<file path="src/rtl/inv_mix_columns_seq.sv">
`default_nettype none
// ============================================================================
// Module      : inv_mix_columns_seq (with helper inv_mix_gf_mul)
// Description : Sequential AES-128 InvMixColumns. A 128-bit state is accepted
//               over a valid/ready handshake, its four columns are fed one per
//               cycle into a shared bank of 16 registered GF(2^8) constant
//               multipliers, and the combined column results are written into
//               the output register as they emerge from the multipliers.
// Ports       : Clk       rising-edge clock
//               Rst_n     asynchronous active-low reset
//               InValid   InData is valid
//               InReady   block can accept a state (IDLE only)
//               InData    128-bit state, column-major, byte 0 = [127:120]
//               OutValid  OutData holds a completed result
//               OutReady  downstream accepts the result
//               OutData   InvMixColumns(InData), same byte ordering
//               Busy      high while feeding or draining the multipliers
// Revision    : 1.0 - initial release
// ============================================================================

// ----------------------------------------------------------------------------
// inv_mix_gf_mul: multiply a byte by a constant in GF(2^8) modulo
// x^8+x^4+x^3+x+1, followed by MUL_LATENCY register stages.
// Ports: Clk, Rst_n, InByte (operand), OutByte (registered product).
// ----------------------------------------------------------------------------
module inv_mix_gf_mul #(
    parameter logic [7:0] CONST       = 8'h09,
    parameter int         MUL_LATENCY = 1
) (
    input  logic       Clk,
    input  logic       Rst_n,
    input  logic [7:0] InByte,
    output logic [7:0] OutByte
);

    function automatic logic [7:0] gfMulConst(input logic [7:0] a, input logic [7:0] k);
        logic [7:0] acc;
        logic [7:0] p;
        acc = 8'h00;
        p   = a;
        for (int i = 0; i < 8; i++) begin
            if (k[i]) acc = acc ^ p;
            p = {p[6:0], 1'b0} ^ (p[7] ? 8'h1b : 8'h00);
        end
        return acc;
    endfunction

    logic [7:0]                   w_prod;
    logic [MUL_LATENCY-1:0][7:0]  r_pipe;

    assign w_prod = gfMulConst(InByte, CONST);

    always_ff @(posedge Clk or negedge Rst_n) begin
        if (!Rst_n) begin
            r_pipe <= '0;
        end else begin
            r_pipe[0] <= w_prod;
            for (int i = 1; i < MUL_LATENCY; i++) begin
                r_pipe[i] <= r_pipe[i-1];
            end
        end
    end

    assign OutByte = r_pipe[MUL_LATENCY-1];

endmodule

// ----------------------------------------------------------------------------
// inv_mix_columns_seq: top level
// ----------------------------------------------------------------------------
module inv_mix_columns_seq #(
    parameter int MUL_LATENCY = 1
) (
    input  logic         Clk,
    input  logic         Rst_n,
    input  logic         InValid,
    output logic         InReady,
    input  logic [127:0] InData,
    output logic         OutValid,
    input  logic         OutReady,
    output logic [127:0] OutData,
    output logic         Busy
);

    typedef enum logic [1:0] {
        ST_IDLE  = 2'd0,
        ST_FEED  = 2'd1,
        ST_DRAIN = 2'd2,
        ST_DONE  = 2'd3
    } state_t;

    localparam int c_DRAIN_W = (MUL_LATENCY > 1) ? $clog2(MUL_LATENCY) : 1;
    localparam logic [c_DRAIN_W-1:0] c_DRAIN_LAST = c_DRAIN_W'(MUL_LATENCY - 1);

    state_t                      r_state;
    state_t                      w_nextState;
    logic [3:0][31:0]            r_inReg;      // index 3 holds column 0
    logic [3:0][31:0]            r_outData;
    logic [1:0]                  r_colCnt;
    logic [c_DRAIN_W-1:0]        r_drainCnt;
    logic [MUL_LATENCY-1:0]      r_tagValid;   // travels alongside the multiplier pipeline
    logic [MUL_LATENCY-1:0][1:0] r_tagCol;
    logic                        w_accept;
    logic [3:0][7:0]             w_col;        // index 3 holds row 0
    logic [3:0][7:0]             w_p9, w_pB, w_pD, w_pE;  // indexed by row number
    logic [3:0][7:0]             w_result;     // index 3 holds row 0

    assign w_accept = InValid && (r_state == ST_IDLE);
    assign w_col    = r_inReg[2'd3 - r_colCnt];

    // ---------------- FSM ----------------
    always_ff @(posedge Clk or negedge Rst_n) begin
        if (!Rst_n) r_state <= ST_IDLE;
        else        r_state <= w_nextState;
    end

    always_comb begin
        w_nextState = r_state;
        InReady     = 1'b0;
        OutValid    = 1'b0;
        Busy        = 1'b0;
        case (r_state)
            ST_IDLE: begin
                InReady = 1'b1;
                if (InValid) w_nextState = ST_FEED;
            end
            ST_FEED: begin
                Busy = 1'b1;
                if (r_colCnt == 2'd3) w_nextState = ST_DRAIN;
            end
            ST_DRAIN: begin
                Busy = 1'b1;
                if (r_drainCnt == c_DRAIN_LAST) w_nextState = ST_DONE;
            end
            ST_DONE: begin
                OutValid = 1'b1;
                if (OutReady) w_nextState = ST_IDLE;
            end
            default: w_nextState = ST_IDLE;
        endcase
    end

    // ---------------- multiplier bank ----------------
    for (genvar gRow = 0; gRow < 4; gRow++) begin : g_row
        inv_mix_gf_mul #(.CONST(8'h09), .MUL_LATENCY(MUL_LATENCY)) u_mul9 (
            .Clk(Clk), .Rst_n(Rst_n), .InByte(w_col[3-gRow]), .OutByte(w_p9[gRow]));
        inv_mix_gf_mul #(.CONST(8'h0b), .MUL_LATENCY(MUL_LATENCY)) u_mulB (
            .Clk(Clk), .Rst_n(Rst_n), .InByte(w_col[3-gRow]), .OutByte(w_pB[gRow]));
        inv_mix_gf_mul #(.CONST(8'h0d), .MUL_LATENCY(MUL_LATENCY)) u_mulD (
            .Clk(Clk), .Rst_n(Rst_n), .InByte(w_col[3-gRow]), .OutByte(w_pD[gRow]));
        inv_mix_gf_mul #(.CONST(8'h0e), .MUL_LATENCY(MUL_LATENCY)) u_mulE (
            .Clk(Clk), .Rst_n(Rst_n), .InByte(w_col[3-gRow]), .OutByte(w_pE[gRow]));
    end

    assign w_result[3] = w_pE[0] ^ w_pB[1] ^ w_pD[2] ^ w_p9[3];
    assign w_result[2] = w_p9[0] ^ w_pE[1] ^ w_pB[2] ^ w_pD[3];
    assign w_result[1] = w_pD[0] ^ w_p9[1] ^ w_pE[2] ^ w_pB[3];
    assign w_result[0] = w_pB[0] ^ w_pD[1] ^ w_p9[2] ^ w_pE[3];

    // ---------------- datapath ----------------
    always_ff @(posedge Clk or negedge Rst_n) begin
        if (!Rst_n) begin
            r_inReg    <= '0;
            r_outData  <= '0;
            r_colCnt   <= '0;
            r_drainCnt <= '0;
            r_tagValid <= '0;
            r_tagCol   <= '0;
        end else begin
            if (w_accept) begin
                r_inReg  <= InData;
                r_colCnt <= 2'd0;
            end else if (r_state == ST_FEED) begin
                // Natural 3->0 wrap coincides with the move to DRAIN.
                r_colCnt <= r_colCnt + 2'd1;
            end

            if (r_state == ST_DRAIN) r_drainCnt <= r_drainCnt + c_DRAIN_W'(1);
            else                     r_drainCnt <= '0;

            // Column tag enters the pipeline when the multipliers sample the column.
            r_tagValid[0] <= (r_state == ST_FEED);
            r_tagCol[0]   <= r_colCnt;
            for (int i = 1; i < MUL_LATENCY; i++) begin
                r_tagValid[i] <= r_tagValid[i-1];
                r_tagCol[i]   <= r_tagCol[i-1];
            end

            if (r_tagValid[MUL_LATENCY-1]) begin
                r_outData[2'd3 - r_tagCol[MUL_LATENCY-1]] <= w_result;
            end
        end
    end

    assign OutData = r_outData;

endmodule
`default_nettype wire

</file>
<file path="config.mk">
export PLATFORM = sky130hd
export DESIGN_NAME = inv_mix_columns_seq
export DESIGN_NICKNAME = d
export VERILOG_FILES = /design/src/rtl/inv_mix_columns_seq.sv
export SDC_FILE = /design/constraint.sdc
export NUM_CORES = 1
export LEC_CHECK = 0
export BUFFER_PORTS_ARGS = -buffer_cell sky130_fd_sc_hd__buf_2
export CORE_ASPECT_RATIO = 0.75
export CORE_MARGIN = 2
export CORE_UTILIZATION = 52
export CTS_BUF_LIST = sky130_fd_sc_hd__clkbuf_4 sky130_fd_sc_hd__clkbuf_8 sky130_fd_sc_hd__clkbuf_16
export CTS_CLUSTER_DIAMETER = 60
export DETAILED_ROUTE_END_ITERATION = 7
export PLACE_DENSITY = 0.74
export SETUP_SLACK_MARGIN = 0.2
export SYNTH_ARGS = -nofsm -noshare
export SYNTH_HDL_FRONTEND = slang
export SYNTH_SLANG_ARGS = --single-unit
</file>
<file path="constraint.sdc">
create_clock -name Clk -period 6 [get_ports Clk]
set_clock_uncertainty 0.2 [all_clocks]
set_input_delay 1.2 -clock Clk [delete_from_list [all_inputs] [get_ports Clk]]
set_output_delay 1.2 -clock Clk [all_outputs]
set_load 0.02 [all_outputs]
</file>
==> results by group <==
Status
  • Status: finished clean

Timing
  • RSZ-0062 raised after global routing: false
  • Final period util: 0.513
  • Final setup fails: 0
  • Fmax: 0.325 GHz
  • Setup tns final: 0 ns
  • Fin crit period: 3.08 ns
  • Worst-Margin Slew: 0.784 ns
  • Fin. Hold Viols: 0
  • Slew Limit Fails: 0
  • Relative slew slack: 0.478

Setup path
  • CP Cell Sequence: buf_4 -> mux4_2 -> xor2_4 -> xor2_2 -> xnor2_1
  • CP endpoint kind: flip-flop
  • R2r endpoint: g_row[3].u_mulB.OutByte[1]$_DFF_PN0_
  • Reg2reg start: r_colCnt[0]$_DFFE_PN0P_
  • R2R cell count: 5
  • CP Data Arrival Time: 3.28 ns
  • Highest-delay cell along the critical path: dfrtp_2
  • Crit path max fanout: 24
  • Max incr delay on CP: 0.87 ns
  • CP Class: flip-flop to flip-flop
  • Critical path depth in cells: 5
  • CP Buf/Inv Count: 1
  • Family with the most delay on the worst path: flip-flops
  • CP required: 6.20 ns
  • Startpoint Class: flip-flop
  • Reg2reg setup slack: 2.92 ns

Finish
  • Most common cell after layout, fill and taps aside: dfrtp_1
  • Area growth, synth to finish: 18.6%
  • Post-layout util: 0.623
  • Final #Nets: 1567
  • Share of cells above drive strength 1: 0.367
  • Commonest non-fill, non-tap cells in the layout: 391 x dfrtp_1, 261 x buf_2, 192 x xnor2_1

Global route
  • Initial antenna violation count: 10
  • Vias in the first global route: 9897
  • Largest net degree at the start of global routing: 117
  • GRT Residual Overflow: 0
  • GRT Total Usage: 0.233
  • First-pass GRT wire length: 58300 µm

Floorplan
  • Die width: 209 µm
  • Initial Util: 0.525
  • Std cell rows: 56
  • I/O pin count: 263
  • DIE AREA: 32900 µm²
  • Area of the core: 31100 µm²
  • Die Ht: 158 µm

Clock network
  • TritonCTS clock tree: built
  • Setup Fix Bufs, Post-CTS: 0
  • Clock latency on the worst-skew pair: 0.53 ns
  • H-tree Lvls: 2
  • Clock Sinks: 392
  • Root Buffer Master: clkbuf_16
  • Post-CTS Hold Buffers: 0
  • Cts repair resizes: 0
  • CTS buffer count: 39
  • Longest Clk Path Bufs: 3
  • Clock transition at path regs: 0.06 ns

Logic synthesis
  • Synth Warn #: 0
  • Mapped Cells: 1180
  • Seq/Total Area, Yosys: 0.600
  • Synth Register Bits: 392
  • Post-Syn Nets: 1318
  • Syn avg cell area: 13.9 µm²
  • Synthesized cell area: 16300 µm²
  • Distinct cells, synth: 28

Place
  • GPL Wtd Cong: 0.815
  • Port buffer count: 262
  • Hpwl dp: 26800 µm

Worst hold path
  • Worst hold-check path type: flip-flop to flip-flop
  • Worst Hold Depth: 1
  • Hold Path Origin: r_drainCnt$_DFF_PN0_
  • Worst Hold Path EP: r_drainCnt$_DFF_PN0_

Drt
  • Vias: 9617
  • DRT antenna net count: 0
  • DRC: 0
  • Routed wire length per instance: 19.8 µm
  • Routed WL: 36900 µm
  • Initial drt markers: 642
  • Vias per cell: 5.15
  • TritonRoute pass-1 iters: 5

Job
  • Max Cap Viol: 0
==> worst max-delay path by stage <==
stage | from | to | slack [ns]
floorplan | InValid | r_inReg[10]$_DFFE_PN0P_ | 3.36
global placement | InValid | r_inReg[27]$_DFFE_PN0P_ | 2.86
detailed placement | InValid | r_inReg[114]$_DFFE_PN0P_ | 2.84
CTS | r_colCnt[0]$_DFFE_PN0P_ | g_row[3].u_mulB.OutByte[1]$_DFF_PN0_ | 2.83
global route | r_colCnt[0]$_DFFE_PN0P_ | g_row[3].u_mulB.OutByte[1]$_DFF_PN0_ | 2.69
finish | r_colCnt[0]$_DFFE_PN0P_ | g_row[3].u_mulB.OutByte[1]$_DFF_PN0_ | 2.92
==> synth_stat cells <==
cell | number | area (µm²)
dfrtp_1 | 392 | 9810
xnor2_1 | 192 | 1680
mux2_2 | 129 | 1450
nand2_1 | 97 | 364
o21ai_0 | 96 | 480
xor2_1 | 57 | 499
clkbuf_1 | 38 | 143
a21oi_1 | 34 | 170
nor2_1 | 33 | 124
mux4_2 | 32 | 721
buf_2 | 17 | 85.1
xnor2_2 | 11 | 179
inv_1 | 10 | 37.5
xnor2_4 | 7 | 193
xor2_2 | 7 | 114
ha_1 | 6 | 75.1
buf_4 | 5 | 37.5
buf_6 | 5 | 56.3
mux2i_1 | 2 | 20.0
nand3b_1 | 2 | 15.0
a22oi_1 | 1 | 7.51
buf_1 | 1 | 3.75
nand3_1 | 1 | 5.00
nor2b_1 | 1 | 6.26
nor3b_1 | 1 | 7.51
o221ai_1 | 1 | 8.76
xor2_4 | 1 | 27.5
xor3_1 | 1 | 23.8
==> metrics by stage <==
step / cell area [µm²] / hold slack [ns] / std cells / setup slack [ns]
floorplan: 16300 / 0.173 / 1180 / 3.36
finish: 19400 / 0.232 / 1867 / 2.92
global placement: 18000 / 0.217 / 1794 / 2.86
detailed placement: 18000 / 0.222 / 1794 / 2.84
CTS: 19400 / 0.231 / 1864 / 2.83
global route: 19400 / 0.239 / 1865 / 2.69
==> worst reg2reg max path, cell delays in order, from the launching register on <==
cell	delay [ns]
dfrtp_2	0.87
buf_4	0.41
mux4_2	0.71
xor2_4	0.34
xor2_2	0.29
xnor2_1	0.13
==> cell type report <==
cell class / instances / area [µm²]
clock buffers: 57 / 1210
multi-input cells: 712 / 6190
inverters: 10 / 37.5
fillers: 2414 / 11700
diodes: 3 / 7.51
well taps: 406 / 508
flip-flops and latches: 392 / 9810
clock inverters: 13 / 180
repair buffers: 274 / 1440
==> layer usage <==
metal | vias up | GRT usage | part of all wire
li1 | 4420 | - | -
met1 | 4838 | 0.361 | 0.49
met2 | 292 | 0.330 | 0.42
met3 | 55 | 0.0626 | 0.067
met4 | 12 | 0.0466 | 0.014
met5 | - | 0 | 0.0018
==> registers in the layout (all words and copies together), names as in the netlist <==
name / count
g_row.u_mulE.OutByte: 32
r_colCnt: 2
r_tagValid: 1
g_row.u_mulB.OutByte: 32
r_drainCnt: 1
g_row.u_mulD.OutByte: 32
g_row.u_mul9.OutByte: 32
r_state: 2
r_inReg: 128
OutData: 128
r_tagCol: 2
==> kinds of logic (layout without fill, tap and decap cells) <==
| kind of cell | Yosys count | after routing | synth area share |
|---|---|---|---|
| flip-flops | 392 | 392 | 0.600 |
| XOR/XNOR | 276 | 276 | 0.166 |
| multiplexers | 163 | 163 | 0.134 |
| AND/OR/NAND/NOR | 135 | 135 | 0.0319 |
| AO/OA/AOI/OAI | 132 | 132 | 0.0408 |
| buffers and inverters | 76 | 354 | 0.0222 |
| adder cells (fa/ha/maj) | 6 | 6 | 0.00459 |
| other | 0 | 3 | 0 |
Power is not shown: default switching activity piles up to over one toggle a cycle in this logic, so the estimate is an artifact.
